===== config.mk =====
export PLATFORM = sky130hd
export DESIGN_NAME = smaesh_stream_ctrl
export DESIGN_NICKNAME = d
export VERILOG_FILES = /design/src/rtl/smaesh_stream_ctrl_pkg.sv /design/src/rtl/smaesh_share_fifo.sv /design/src/rtl/smaesh_stream_ctrl.sv
export SDC_FILE = /design/constraint.sdc
export NUM_CORES = 1
export LEC_CHECK = 0
export CAP_MARGIN = 40
export CORE_MARGIN = 2
export CORE_UTILIZATION = 54
export DETAILED_ROUTE_END_ITERATION = 10
export PLACE_DENSITY = 0.94
export SETUP_SLACK_MARGIN = 0.1
export SLEW_MARGIN = 25
export SYNTH_ARGS = -nofsm -noshare
export SYNTH_HDL_FRONTEND = slang
export SYNTH_SLANG_ARGS = --single-unit

===== constraint.sdc =====
create_clock -name clk -period 4.9 [get_ports clk]
set_input_delay 1.225 -clock clk [delete_from_list [all_inputs] [get_ports clk]]
set_output_delay 1.225 -clock clk [all_outputs]
set_load 0.005 [all_outputs]

===== src/rtl/smaesh_stream_ctrl_pkg.sv =====
// Shared definitions for the SMAesh stream controller: FSM state encoding
// and the unmasked AES block width.
package smaesh_stream_ctrl_pkg;

  localparam int unsigned BLK_W = 128;

  typedef enum logic [1:0] {
    ST_UNSEEDED  = 2'd0,
    ST_RESEEDING = 2'd1,
    ST_RUN       = 2'd2
  } state_t;

endpackage


===== src/rtl/smaesh_share_fifo.sv =====
// DEPTH-entry FIFO of ciphertext shares. The head is read straight out of the
// storage registers, so a push becomes visible on out_valid one cycle later.
module smaesh_share_fifo
  import smaesh_stream_ctrl_pkg::*;
#(
  parameter int unsigned WIDTH = 2 * BLK_W,
  parameter int unsigned DEPTH = 2
) (
  input  logic                         clk,
  input  logic                         rst_n,
  input  logic                         push,
  input  logic [WIDTH-1:0]             push_data,
  input  logic                         pop,
  output logic                         out_valid,
  output logic [WIDTH-1:0]             out_data,
  output logic [$clog2(DEPTH+1)-1:0]   count,
  output logic                         full
);

  localparam int unsigned CNT_W = $clog2(DEPTH + 1);
  localparam int unsigned PTR_W = (DEPTH > 1) ? $clog2(DEPTH) : 1;

  logic [WIDTH-1:0] mem [DEPTH];
  logic [PTR_W-1:0] wr_ptr;
  logic [PTR_W-1:0] rd_ptr;
  logic [CNT_W-1:0] cnt_q;
  logic             do_push;
  logic             do_pop;

  function automatic logic [PTR_W-1:0] ptr_inc(input logic [PTR_W-1:0] p);
    return (p == PTR_W'(DEPTH - 1)) ? '0 : p + 1'b1;
  endfunction

  // A push into a full FIFO is allowed when the head leaves in the same cycle.
  assign do_pop  = pop && (cnt_q != '0);
  assign do_push = push && ((cnt_q != CNT_W'(DEPTH)) || do_pop);

  always_ff @(posedge clk or negedge rst_n) begin
    if (!rst_n) begin
      for (int unsigned i = 0; i < DEPTH; i++) begin
        mem[i] <= '0;
      end
      wr_ptr <= '0;
      rd_ptr <= '0;
      cnt_q  <= '0;
    end else begin
      if (do_push) begin
        mem[wr_ptr] <= push_data;
        wr_ptr      <= ptr_inc(wr_ptr);
      end
      if (do_pop) begin
        rd_ptr <= ptr_inc(rd_ptr);
      end
      case ({do_push, do_pop})
        2'b10:   cnt_q <= cnt_q + 1'b1;
        2'b01:   cnt_q <= cnt_q - 1'b1;
        default: cnt_q <= cnt_q;
      endcase
    end
  end

  assign out_valid = (cnt_q != '0);
  assign out_data  = mem[rd_ptr];
  assign count     = cnt_q;
  assign full      = (cnt_q == CNT_W'(DEPTH));

endmodule


===== src/rtl/smaesh_stream_ctrl.sv =====
// Seeding FSM, credit-based admission and ciphertext buffering between the
// SVRS stream ports and the masked AES core / PRNG. Option: SMAESH_RESEED_LOCK_EN.
module smaesh_stream_ctrl
  import smaesh_stream_ctrl_pkg::*;
#(
  parameter int unsigned d               = 2,
  parameter int unsigned DEPTH           = 2,
  parameter int unsigned RESEED_INTERVAL = 0,
  parameter int unsigned CNT_W           = 32
) (
  input  logic                  clk,
  input  logic                  rst_n,
  input  logic                  in_valid,
  output logic                  in_ready,
  input  logic                  in_seed_valid,
  output logic                  in_seed_ready,
  output logic                  core_valid_in,
  input  logic                  core_in_ready,
  input  logic                  core_busy,
  input  logic                  core_cipher_valid,
  output logic                  core_out_ready,
  input  logic [BLK_W*d-1:0]    core_ciphertext,
  output logic                  prng_start_reseed,
  input  logic                  prng_out_valid,
  input  logic                  prng_busy,
  output logic                  out_valid,
  input  logic                  out_ready,
  output logic [BLK_W*d-1:0]    out_ciphertext,
  output logic                  reseed_due,
  output logic [CNT_W-1:0]      blk_count
);

  localparam int unsigned DW    = BLK_W * d;
  localparam int unsigned FC_W  = $clog2(DEPTH + 1);
  localparam int unsigned OCC_W = FC_W + 1;

  state_t           state;
  state_t           state_nxt;
  logic             busy_q;
  logic             busy_fall;
  logic             accept_ok;
  logic             lock;
  logic             in_fire;
  logic             core_out_fire;
  logic             fifo_full;
  logic [FC_W-1:0]  inflight;
  logic [FC_W-1:0]  fifo_count;
  logic [OCC_W-1:0] occupancy;

`ifdef SMAESH_RESEED_LOCK_EN
  assign lock = reseed_due;
`else
  assign lock = 1'b0;
`endif

  assign busy_fall     = busy_q & ~prng_busy;
  assign occupancy     = {1'b0, inflight} + {1'b0, fifo_count};
  assign in_fire       = core_valid_in & core_in_ready;
  assign core_out_fire = core_cipher_valid & core_out_ready;
  assign core_out_ready = ~fifo_full;

  assign reseed_due = (RESEED_INTERVAL != 0) &&
                      (64'(blk_count) >= 64'(RESEED_INTERVAL));

  always_comb begin
    state_nxt         = state;
    prng_start_reseed = 1'b0;
    accept_ok         = 1'b0;
    core_valid_in     = 1'b0;
    in_ready          = 1'b0;

    // Blocks counted in flight plus buffered never exceed DEPTH, so the core
    // always finds room for its result.
    prng_start_reseed = in_seed_valid & ~in_valid & ~core_busy &
                        (inflight == '0) & (state != ST_RESEEDING);
    accept_ok         = (state == ST_RUN) & prng_out_valid &
                        (occupancy < OCC_W'(DEPTH)) & ~lock;
    core_valid_in     = in_valid & accept_ok;
    in_ready          = core_in_ready & accept_ok;

    case (state)
      ST_UNSEEDED:  if (prng_start_reseed) state_nxt = ST_RESEEDING;
      ST_RESEEDING: if (busy_fall)         state_nxt = ST_RUN;
      ST_RUN:       if (prng_start_reseed) state_nxt = ST_RESEEDING;
      default:                             state_nxt = ST_UNSEEDED;
    endcase
  end

  always_ff @(posedge clk or negedge rst_n) begin
    if (!rst_n) begin
      state         <= ST_UNSEEDED;
      busy_q        <= 1'b0;
      in_seed_ready <= 1'b0;
      inflight      <= '0;
      blk_count     <= '0;
    end else begin
      state         <= state_nxt;
      busy_q        <= prng_busy;
      in_seed_ready <= prng_busy & ~busy_q;

      case ({in_fire, core_out_fire})
        2'b10:   inflight <= inflight + 1'b1;
        2'b01:   inflight <= inflight - 1'b1;
        default: inflight <= inflight;
      endcase

      if (in_seed_ready) begin
        blk_count <= '0;
      end else if (in_fire && (blk_count != '1)) begin
        blk_count <= blk_count + 1'b1;
      end
    end
  end

  smaesh_share_fifo #(
    .WIDTH (DW),
    .DEPTH (DEPTH)
  ) u_fifo (
    .clk       (clk),
    .rst_n     (rst_n),
    .push      (core_out_fire),
    .push_data (core_ciphertext),
    .pop       (out_valid & out_ready),
    .out_valid (out_valid),
    .out_data  (out_ciphertext),
    .count     (fifo_count),
    .full      (fifo_full)
  );

endmodule

==> results.md, run 1 <==
* Setup Skew at 23.7 ps
* Cell mode on critical path: clkdlybuf4s50_1
* Mapped Area at 0.0242 sq mm
* Avg WL per Cell at 23.7 um
* Clock slew at reported path FFs at 60 ps
* Synth Instances at 1601
* Final Cycle Share at 89.4%
* Worst Setup End Kind: primary output
* Critical Path RT at 3670 ps
* Hold Fails Final Rpt at 0
* Status: complete, no violations
* Via count at 16.0k
* CP arrival at 3150 ps
* Largest net degree at the start of global routing at 133
* Total GRT Usage at 28.6%
* CP startpoint kind: input pin
* Longest Clk Path Bufs at 3
* Number of global-route vias before repair at 18.0k
* # setup viols final at 0
* Slew margin rel. at 45.2%
* CTS H-tree lvls at 2
* Setup TNS at 0 ps
* TritonCTS Sinks at 554
* Pwr Density at 714 mW/mm^2
* #FFs+latches synth at 554
* Async set or reset register ratio after synthesis at 100%
* Gr ovfl total at 0
* Prevailing post-synth register cell: dfrtp_1
* Max-slew violations at 0
* Routed Antenna Nets at 0
* Worst min path class: reg2reg
* Register area at 0.0139 sq mm
* I/O pin count at 561
* Min Clock Period, post-route at 4380 ps
* TritonRoute pass-1 iters at 7
* Most frequent cells in the layout: 768 x mux2_2, 558 x clkdlybuf4s50_1, 553 x dfrtp_1
* Starting Density at 54.7%
* Nets at 2437
* Fill cells at 2550
* Share of layout cells above drive strength 1 at 42.2%
* Die footprint at 0.0465 sq mm
* CP Max Fanout at 3
* HPWL after DPL at 44.8 mm
* Post-synthesis sequential area ratio at 57.3%
* Post CTS Setup Buffer Count at 0
* Leakage at 0.0134 uW
* CTS Root Cell: clkbuf_16
* YS warnings at 0
* Hold bufs inserted after CTS at 0
* Iteration-0 DRC Markers at 794
* Unrepaired setup endpoints after global routing: false
* TritonCTS Buffers at 56
* Number of synthesized flops with an enable pin at 0
* VDD IR max at 0.491 mV
* Worst skew pair latency at 610 ps
* Via density per instance at 5.67
* Die width at 216 um
* Syn-to-layout area delta at 34.7%
* Last weighted congestion value of the routability-driven placer at 0.883
* WL final at 66.8 mm
* Crit-path cells: clkdlybuf4s50_1 > nor3b_1 > and3b_1 > and2_1 > clkdlybuf4s50_1
* Std cell rows at 77
* Post-CTS resize count at 0
* Overall Power at 23300 uW
* First-pass GRT wire length at 104 mm
* TritonCTS clock tree: yes
* IO Port Bufs at 559
* Slew @ Worst Pin at 822 ps
* Commonest non-fill, non-tap cell in the layout: mux2_2
* Core area at 0.0442 sq mm
* Average size of a mapped cell at 15.1 sq um
* Area occupied by multi-input gates at 0.00989 sq mm
* Number of max-cap violations at 0
* Largest incremental delay on the critical path at 510 ps
* Syn_nets at 1871
* DRC errors left at 0
* Setup CP Type: in2out
* Slowest CP cell: nor3b_1
* Chip height at 216 um
* Count of cell types in the netlist at 55
* Peak Freq at 228 MHz
* Initial antenna violation count at 13
## flip-flops by register name, summed over array words and instances (netlist names)
name and cells:
u_fifo.wr_ptr 1, u_fifo.count 2, state 2, inflight 2, u_fifo.mem 512, in_seed_ready 1
busy_q 1, blk_count 32, u_fifo.rd_ptr 1
## layer usage
layer | up-vias | global-route usage (%) | part of all wire, % | wire [um]
met2 | 625 | 50.0 | 51 | 34300
met1 | 8236 | 31.8 | 36 | 24300
met4 | 4 | 13.7 | 4.8 | 3210
met3 | 181 | 8.60 | 7.5 | 4980
met5 | - | 0 | 0.034 | 23
li1 | 6929 | - | - | -
## synthesized netlist by cell type (all sizes together), types with 7 or more instances
cell type  number  share of area (%)
clkbuf         40               0.64
nand3           9               0.19
nand2          17               0.26
xor2            8               0.29
o21ai          19               0.39
or3            19               0.51
mux2          768                 36
dfrtp         554                 57
buf            52                1.1
nand4           7               0.27
a21oi          23               0.48
nor2           14               0.22
and2            8               0.21
## cell type report
class | instances | area share, %
Antenna cell | 10 | 0.0768
Clock buffer | 83 | 5.32
Clock inverter | 22 | 0.645
Inverter | 6 | 0.0691
Multi-Input combinational cell | 948 | 30.3
Sequential cell | 554 | 42.5
Tap cell | 592 | 2.27
Timing Repair Buffer | 601 | 18.7
## stage by stage
stage | hold slack, ps | setup WS, ps | std cells | util [%] | instance area, sq um
after detailed placement | 427 | 588 | 2701 | 69.3 | 30600
after CTS | 471 | 578 | 2806 | 73.7 | 32600
after floorplan | 402 | 1860 | 1601 | - | 24200
after global routing | 479 | 411 | 2816 | 73.7 | 32600
final | 467 | 522 | 2816 | 73.7 | 32600
after global placement | 420 | 623 | 2700 | 69.2 | 30600
## worst max-delay path: cells and delay by family
kind	cells	cell delay, ps
buffers and inverters	2	1010
and+or+nand+nor	3	910
## final timing paths
check / start / endpoint / slack (ps) / depth (start not counted)
min in group asynchronous: rst_n / blk_count[24] / 630 / 1
min reg2reg: busy_q / in_seed_ready / 470 / 1
max: prng_out_valid / core_valid_in / 520 / 5
max in group asynchronous: rst_n / u_fifo.mem[133] / 3030 / 3
max reg2reg: u_fifo.count[0] / blk_count[22] / 1580 / 7
min: busy_q / in_seed_ready / 470 / 1
## kinds of logic after synthesis
kind of cell	Yosys count	share of synthesized area, %
compound gates	57	1.68
other cells	1	0.0155
mux	770	35.8
simple gates	102	2.53
flops	554	57.3
xor+xnor	14	0.507
fa+ha+maj	4	0.238
buf+inv	99	1.90
## report_power, final
group | total [uW] | switching, uW | internal [uW]
Clock | 4440 | 1830 | 2610
Sequential | 8120 | 1310 | 6810
Combinational | 10700 | 3860 | 6850
Total | 23300 | 7000 | 16300
No activity file was read; power rests on OpenSTA's default activity.
==> run 2, diff against run 1 <==
--- a/config.mk
+++ b/config.mk
@@ -8,10 +8,12 @@
 export CAP_MARGIN = 40
 export CORE_MARGIN = 2
 export CORE_UTILIZATION = 54
+export CTS_CLUSTER_SIZE = 14
 export DETAILED_ROUTE_END_ITERATION = 10
 export PLACE_DENSITY = 0.94
 export SETUP_SLACK_MARGIN = 0.1
 export SLEW_MARGIN = 25
 export SYNTH_ARGS = -nofsm -noshare
 export SYNTH_HDL_FRONTEND = slang
+export SYNTH_HIERARCHICAL = 1
 export SYNTH_SLANG_ARGS = --single-unit
==> results.md, run 2 <==
* Register area at 0.0139 sq mm (unchanged)
* Most flops, register: u_fifo/mem (was u_fifo.mem)
* Synth area leaders: dfrtp_1 57%, mux2_2 36%, buf_2 1.1% (was dfrtp_1 57%, mux2_2 36%, buf_2 1.0%)
* WL final at 67.6 mm (was 66.8 mm)
* I/O pin count at 561 (unchanged)
* Slew @ Worst Pin at 792 ps (was 822 ps)
* Longest Clk Path Bufs at 3 (unchanged)
* Std cell rows at 77 (unchanged)
* Core area at 0.0443 sq mm (was 0.0442 sq mm)
* Hold Fails Final Rpt at 0 (unchanged)
* Post-CTS resize count at 0 (unchanged)
* Syn_nets at 1886 (was 1871)
* Regs by FF count: u_fifo/mem (512), blk_count (32) (was u_fifo.mem (512), blk_count (32))
* Area occupied by multi-input gates at 0.00984 sq mm (was 0.00989 sq mm)
* CTS Root Cell: clkbuf_16 (unchanged)
* DRC errors left at 0 (unchanged)
* Gr ovfl total at 0 (unchanged)
* Last weighted congestion value of the routability-driven placer at 0.853 (was 0.883)
* Async set or reset register ratio after synthesis at 100% (unchanged)
* Largest area contributor in the netlist: dfrtp_1 (unchanged)
* TritonCTS clock tree: yes (unchanged)
* Count of cell types in the netlist at 42 (was 55)
* HPWL after DPL at 45.2 mm (was 44.8 mm)
* Fill cells at 2558 (was 2550)
* Prevailing post-synth register cell: dfrtp_1 (unchanged)
* Most frequent cells in the layout: 768 x mux2_2, 558 x clkdlybuf4s50_1, 553 x dfrtp_1 (unchanged)
* Die width at 216 um (about the same)
* Critical Path RT at 3670 ps (about the same)
* Setup Skew at 15.8 ps (was 23.7 ps)
* Clock slew at reported path FFs at 60 ps (about the same)
* CP arrival at 2980 ps (was 3150 ps)
* Setup CP Type: in2out (unchanged)
* Avg WL per Cell at 23.9 um (was 23.7 um)
* YS warnings at 6 (was 0)
* Number of synthesized flops with an enable pin at 0 (unchanged)
* Min Clock Period, post-route at 4210 ps (was 4380 ps)
* CP Max Fanout at 3 (unchanged)
* Max-slew violations at 0 (unchanged)
* Status: complete, no violations (unchanged)
* TritonCTS Sinks at 554 (unchanged)
* Final Cycle Share at 85.9% (was 89.4%)
* Hold bufs inserted after CTS at 0 (unchanged)
* CP startpoint kind: input pin (unchanged)
* Die footprint at 0.0467 sq mm (was 0.0465 sq mm)
* Worst min path class: reg2reg (unchanged)
* Peak Freq at 238 MHz (was 228 MHz)
* Slew margin rel. at 47.2% (was 45.2%)
* Worst Setup End Kind: primary output (unchanged)
* First-pass GRT wire length at 105 mm (was 104 mm)
* Total GRT Usage at 29.0% (was 28.6%)
* IO Port Bufs at 559 (unchanged)
* Chip height at 216 um (about the same)
* Routed Antenna Nets at 0 (unchanged)
* Number of global-route vias before repair at 18.2k (was 18.0k)
* Pwr Density at 720 mW/mm^2 (was 714 mW/mm^2)
* Max reg flops at 512 (unchanged)
* Initial antenna violation count at 9 (was 13)
* Average size of a mapped cell at 15.0 sq um (was 15.1 sq um)
* Syn-to-layout area delta at 34.5% (was 34.7%)
* Worst skew pair latency at 610 ps (about the same)
* Largest net degree at the start of global routing at 120 (was 133)
* Starting Density at 54.8% (was 54.7%)
* Setup TNS at 0 ps (unchanged)
* Post-synthesis sequential area ratio at 57.1% (was 57.3%)
* Yosys top cell area share at 57.1% (was 57.3%)
* TritonCTS Buffers at 56 (unchanged)
* Via density per instance at 5.65 (was 5.67)
* Post CTS Setup Buffer Count at 0 (unchanged)
* Via count at 16.0k (about the same)
* Number of max-cap violations at 0 (unchanged)
* Commonest non-fill, non-tap cell in the layout: mux2_2 (unchanged)
* #FFs+latches synth at 554 (unchanged)
* Leakage at 0.0133 uW (was 0.0134 uW)
* TritonRoute pass-1 iters at 5 (was 7)
* Synth Instances at 1616 (was 1601)
* CTS H-tree lvls at 2 (unchanged)
* Unrepaired setup endpoints after global routing: false (unchanged)
* Post-Place Setup Slack at 642 ps (was 588 ps)
* Most common cell in the netlist: mux2_2 (unchanged)
* Synth top cells by count: 768 x mux2_2, 554 x dfrtp_1, 52 x buf_2 (was 768 x mux2_2, 554 x dfrtp_1, 49 x buf_2)
* Iteration-0 DRC Markers at 1016 (was 794)
* Share of layout cells above drive strength 1 at 41.4% (was 42.2%)
* Mapped Area at 0.0243 sq mm (was 0.0242 sq mm)
* Nets at 2452 (was 2437)
* VDD IR max at 0.574 mV (was 0.491 mV)
* Worst setup margin at 691 ps (was 522 ps)
* # setup viols final at 0 (unchanged)
-- run 2: path summary, 6_finish.rpt --
check | start | endpoint | depth (start not counted) | slack [ps]
min in group asynchronous | rst_n | u_fifo/mem[509] | 1 | 540
max in group asynchronous | rst_n | u_fifo/mem[396] | 3 | 3240
min | busy_q | in_seed_ready | 1 | 430
max reg2reg | u_fifo/count[0] | blk_count[24] | 6 | 1800
min reg2reg | busy_q | in_seed_ready | 1 | 430
max | core_busy | prng_start_reseed | 5 | 690
-- run 2: layout make-up --
cell class                      count  area share (%)
Tap cell                          592            2.27
Sequential cell                   554            42.5
Clock buffer                       78            5.01
Timing Repair Buffer              603            19.1
Inverter                            9           0.103
Multi-Input combinational cell    958            30.1
Clock inverter                     27           0.816
Antenna cell                        8          0.0613
-- run 2: kinds of logic after synthesis --
group,after synthesis,share of synthesized area (%)
AOI/OAI and AO/OA,62,1.45
xor gates and xnor gates,10,0.361
adders and majority gates,4,0.237
buffers and inverters,104,2.40
DFF,554,57.1
muxes,769,35.7
other,1,0.0155
and+or+nand+nor,112,2.73
-- run 2: where the power goes --
part	leakage, uW	switching (uW)	internal (uW)
Clock	0.000950	1840	2540
Combinational	0.00572	3970	7020
Sequential	0.00660	1320	6820
-- run 2: per-stage QoR --
| step | cells | instance area (sq um) | total power, uW | hold WS [ps] | util, % |
|---|---|---|---|---|---|
| floorplan | 1616 | 24300 | 13500 | 402 | - |
| global placement | 2713 | 30600 | 18300 | 411 | 69.2 |
| detailed placement | 2715 | 30700 | 18900 | 426 | 69.3 |
| CTS | 2820 | 32600 | 23600 | 435 | 73.5 |
| global route | 2829 | 32600 | 24600 | 464 | 73.7 |
| finish | 2829 | 32600 | 23500 | 434 | 73.7 |
-- run 2: worst max-delay path: stages --
cell,delay (ps)
clkdlybuf4s50_1,440
nor2_1,110
nand2_1,70
nor4b_1,490
clkdlybuf4s50_1,650
-- run 2: layer usage --
layer	vias up	share of wire, %	global-route usage, %
met5	-	0.018	0
li1	6985	-	-
met2	629	52	50.3
met3	211	6.9	7.78
met1	8143	36	32.7
met4	2	5.1	15.1
==> run 3, diff against run 2 <==
--- a/config.mk
+++ b/config.mk
@@ -10,6 +10,7 @@
 export CORE_UTILIZATION = 54
 export CTS_CLUSTER_SIZE = 14
 export DETAILED_ROUTE_END_ITERATION = 10
+export GPL_TIMING_DRIVEN = 0
 export PLACE_DENSITY = 0.94
 export SETUP_SLACK_MARGIN = 0.1
 export SLEW_MARGIN = 25
==> results.md, run 3 (same netlist as run 2, synthesis figures left out) <==
* Status: complete, no violations (unchanged)
* Worst setup margin at 627 ps (was 691 ps)
* Initial antenna violation count at 14 (was 9)
* Min Clock Period, post-route at 4270 ps (was 4210 ps)
* Area after DPL at 0.0308 sq mm (was 0.0307 sq mm)
* CP startpoint kind: input pin (unchanged)
* Std cell rows at 77 (unchanged)
* Gr ovfl total at 0 (unchanged)
* Unrepaired setup endpoints after global routing: false (unchanged)
* Total GRT Usage at 30.2% (was 29.0%)
* Die footprint at 0.0467 sq mm (unchanged)
* Sequential Power Share at 34.2% (was 34.6%)
* Hold bufs inserted after CTS at 0 (unchanged)
* Setup TNS at 0 ps (unchanged)
* Starting Density at 54.8% (unchanged)
* CTS Root Cell: clkbuf_16 (unchanged)
* Core area at 0.0443 sq mm (unchanged)
* Overall Power at 23400 uW (was 23500 uW)
* VDD IR max at 0.542 mV (was 0.574 mV)
* Pwr Density at 719 mW/mm^2 (was 720 mW/mm^2)
* Number of max-cap violations at 0 (unchanged)
* Share of layout cells above drive strength 1 at 41.9% (was 41.4%)
* Peak Freq at 234 MHz (was 238 MHz)
* Slew @ Worst Pin at 712 ps (was 792 ps)
* Worst skew pair latency at 600 ps (was 610 ps)
* Worst min path class: reg2reg (unchanged)
* Final Cycle Share at 87.2% (was 85.9%)
* CTS H-tree lvls at 2 (unchanged)
* Regs by FF count: u_fifo/mem (512), blk_count (32) (unchanged)
* Int Pwr at 16300 uW (was 16400 uW)
* Last weighted congestion value of the routability-driven placer at 0.858 (was 0.853)
* Die width at 216 um (unchanged)
* Cell mode on critical path: clkdlybuf4s50_1 (unchanged)
* Avg WL per Cell at 24.7 um (was 23.9 um)
* Most frequent cells in the layout: 768 x mux2_2, 558 x clkdlybuf4s50_1, 554 x dfrtp_1 (was 768 x mux2_2, 558 x clkdlybuf4s50_1, 553 x dfrtp_1)
* Worst Setup End Kind: primary output (unchanged)
* Post-CTS resize count at 0 (unchanged)
* IO Port Bufs at 559 (unchanged)
* Design area at 0.0326 sq mm (about the same)
* CP Max Fanout at 3 (unchanged)
* Clock slew at reported path FFs at 60 ps (about the same)
* TritonCTS Buffers at 55 (was 56)
* Iteration-0 DRC Markers at 962 (was 1016)
* Routed Antenna Nets at 0 (unchanged)
* Hold Fails Final Rpt at 0 (unchanged)
* # setup viols final at 0 (unchanged)
* Max-slew violations at 0 (unchanged)
* Setup CP Type: in2out (unchanged)
* Setup Skew at 20.2 ps (was 15.8 ps)
* TritonRoute pass-1 iters at 5 (unchanged)
* DRC errors left at 0 (unchanged)
* Number of global-route vias before repair at 18.1k (was 18.2k)
* WL final at 71.2 mm (was 67.6 mm)
* Max reg flops at 512 (unchanged)
* Switching share of power at 30.6% (was 30.3%)
* CP arrival at 3050 ps (was 2980 ps)
* Commonest non-fill, non-tap cell in the layout: mux2_2 (unchanged)
* Nets at 2509 (was 2452)
* Leakage at 0.0134 uW (was 0.0133 uW)
* Slew margin rel. at 52.5% (was 47.2%)
* Slowest CP cell: clkdlybuf4s50_1 (unchanged)
* Largest net degree at the start of global routing at 100 (was 120)
* HPWL after DPL at 51.3 mm (was 45.2 mm)
* Via density per instance at 5.68 (was 5.65)
* Net Switching at 7170 uW (was 7130 uW)
* Post CTS Setup Buffer Count at 0 (unchanged)
* Crit-path cells: clkdlybuf4s50_1 > nor2_1 > nand2_1 > nor4b_1 > clkdlybuf4s50_1 (unchanged)
* Largest incremental delay on the critical path at 670 ps (was 650 ps)
* TritonCTS Sinks at 554 (unchanged)
* Via count at 16.3k (was 16.0k)
* Longest Clk Path Bufs at 3 (unchanged)
* I/O pin count at 561 (unchanged)
* Chip height at 216 um (unchanged)
* Clk pwr share at 18.0% (was 18.7%)
* Fin cells at 2878 (was 2829)
* Combinational power share at 47.9% (was 46.7%)
* Most flops, register: u_fifo/mem (unchanged)
* First-pass GRT wire length at 108 mm (was 105 mm)
* DP Cell Count at 2773 (was 2715)
* Critical Path RT at 3670 ps (about the same)
* Syn-to-layout area delta at 34.4% (was 34.5%)
* TritonCTS clock tree: yes (unchanged)
* Post-Place Setup Slack at 751 ps (was 642 ps)
==> run 3: cell types whose count changed in the layout (fill, tap and decap cells not counted), sizes merged <==
cell      change
diode         +3
clkbuf       +13
clkinvlp      -1
inv           -3
clkinv        -8
buf          +46
bufinv        -1
==> run 3: final timing paths <==
| kind | from | end | slack [ps] | cells after the start |
|---|---|---|---|---|
| setup reg to reg | u_fifo/count[0] | blk_count[25] | 1880 | 6 |
| setup / recovery | core_busy | prng_start_reseed | 630 | 5 |
| max in group asynchronous | rst_n | u_fifo/mem[146] | 2700 | 4 |
| hold / removal | busy_q | in_seed_ready | 430 | 1 |
| hold reg to reg | busy_q | in_seed_ready | 430 | 1 |
| min in group asynchronous | rst_n | u_fifo/mem[502] | 520 | 1 |
==> run 3: metrics by stage <==
stage          hold WS (ps)  util, %
3_5_place_dp            423     69.4
5_1_grt                 448     73.6
3_3_place_gp            412     69.1
6_report                429     73.6
4_1_cts                 430     73.5
2_1_floorplan           402        -
==> run 3: power by group through the flow <==
| stage | sequential [uW] | combinational, uW | clock [uW] |
|---|---|---|---|
| 2_1_floorplan | 7570 | 5930 | 0 |
| 3_3_place_gp | 7820 | 10800 | 0 |
| 3_5_place_dp | 8010 | 11100 | 0 |
| 4_1_cts | 7970 | 11300 | 4280 |
| 5_1_grt | 8240 | 11800 | 4470 |
| 6_report | 8010 | 11200 | 4210 |
==> run 3: cell type report <==
class	count	area, sq um
flip-flops and latches	554	13900
fillers	2655	11700
multi-input cells	958	9820
repair buffers	566	5780
clock buffers	79	1650
well taps	592	741
plain buffers	95	549
clock inverters	14	148
inverters	9	33.8
diodes	11	27.5
==> run 3: worst max-delay path, delay by kind of cell <==
kind / cells / cell delay [ps]
simple gates: 3 / 750
buf+inv: 2 / 1070
==> run 3: per-layer routing <==
layer	vias up	wire length (um)	global-route usage, %
met5	-	37	0
met2	625	36000	52.5
met3	208	5140	8.46
met1	8400	26300	34.1
met4	6	3750	15.4
li1	7095	-	-
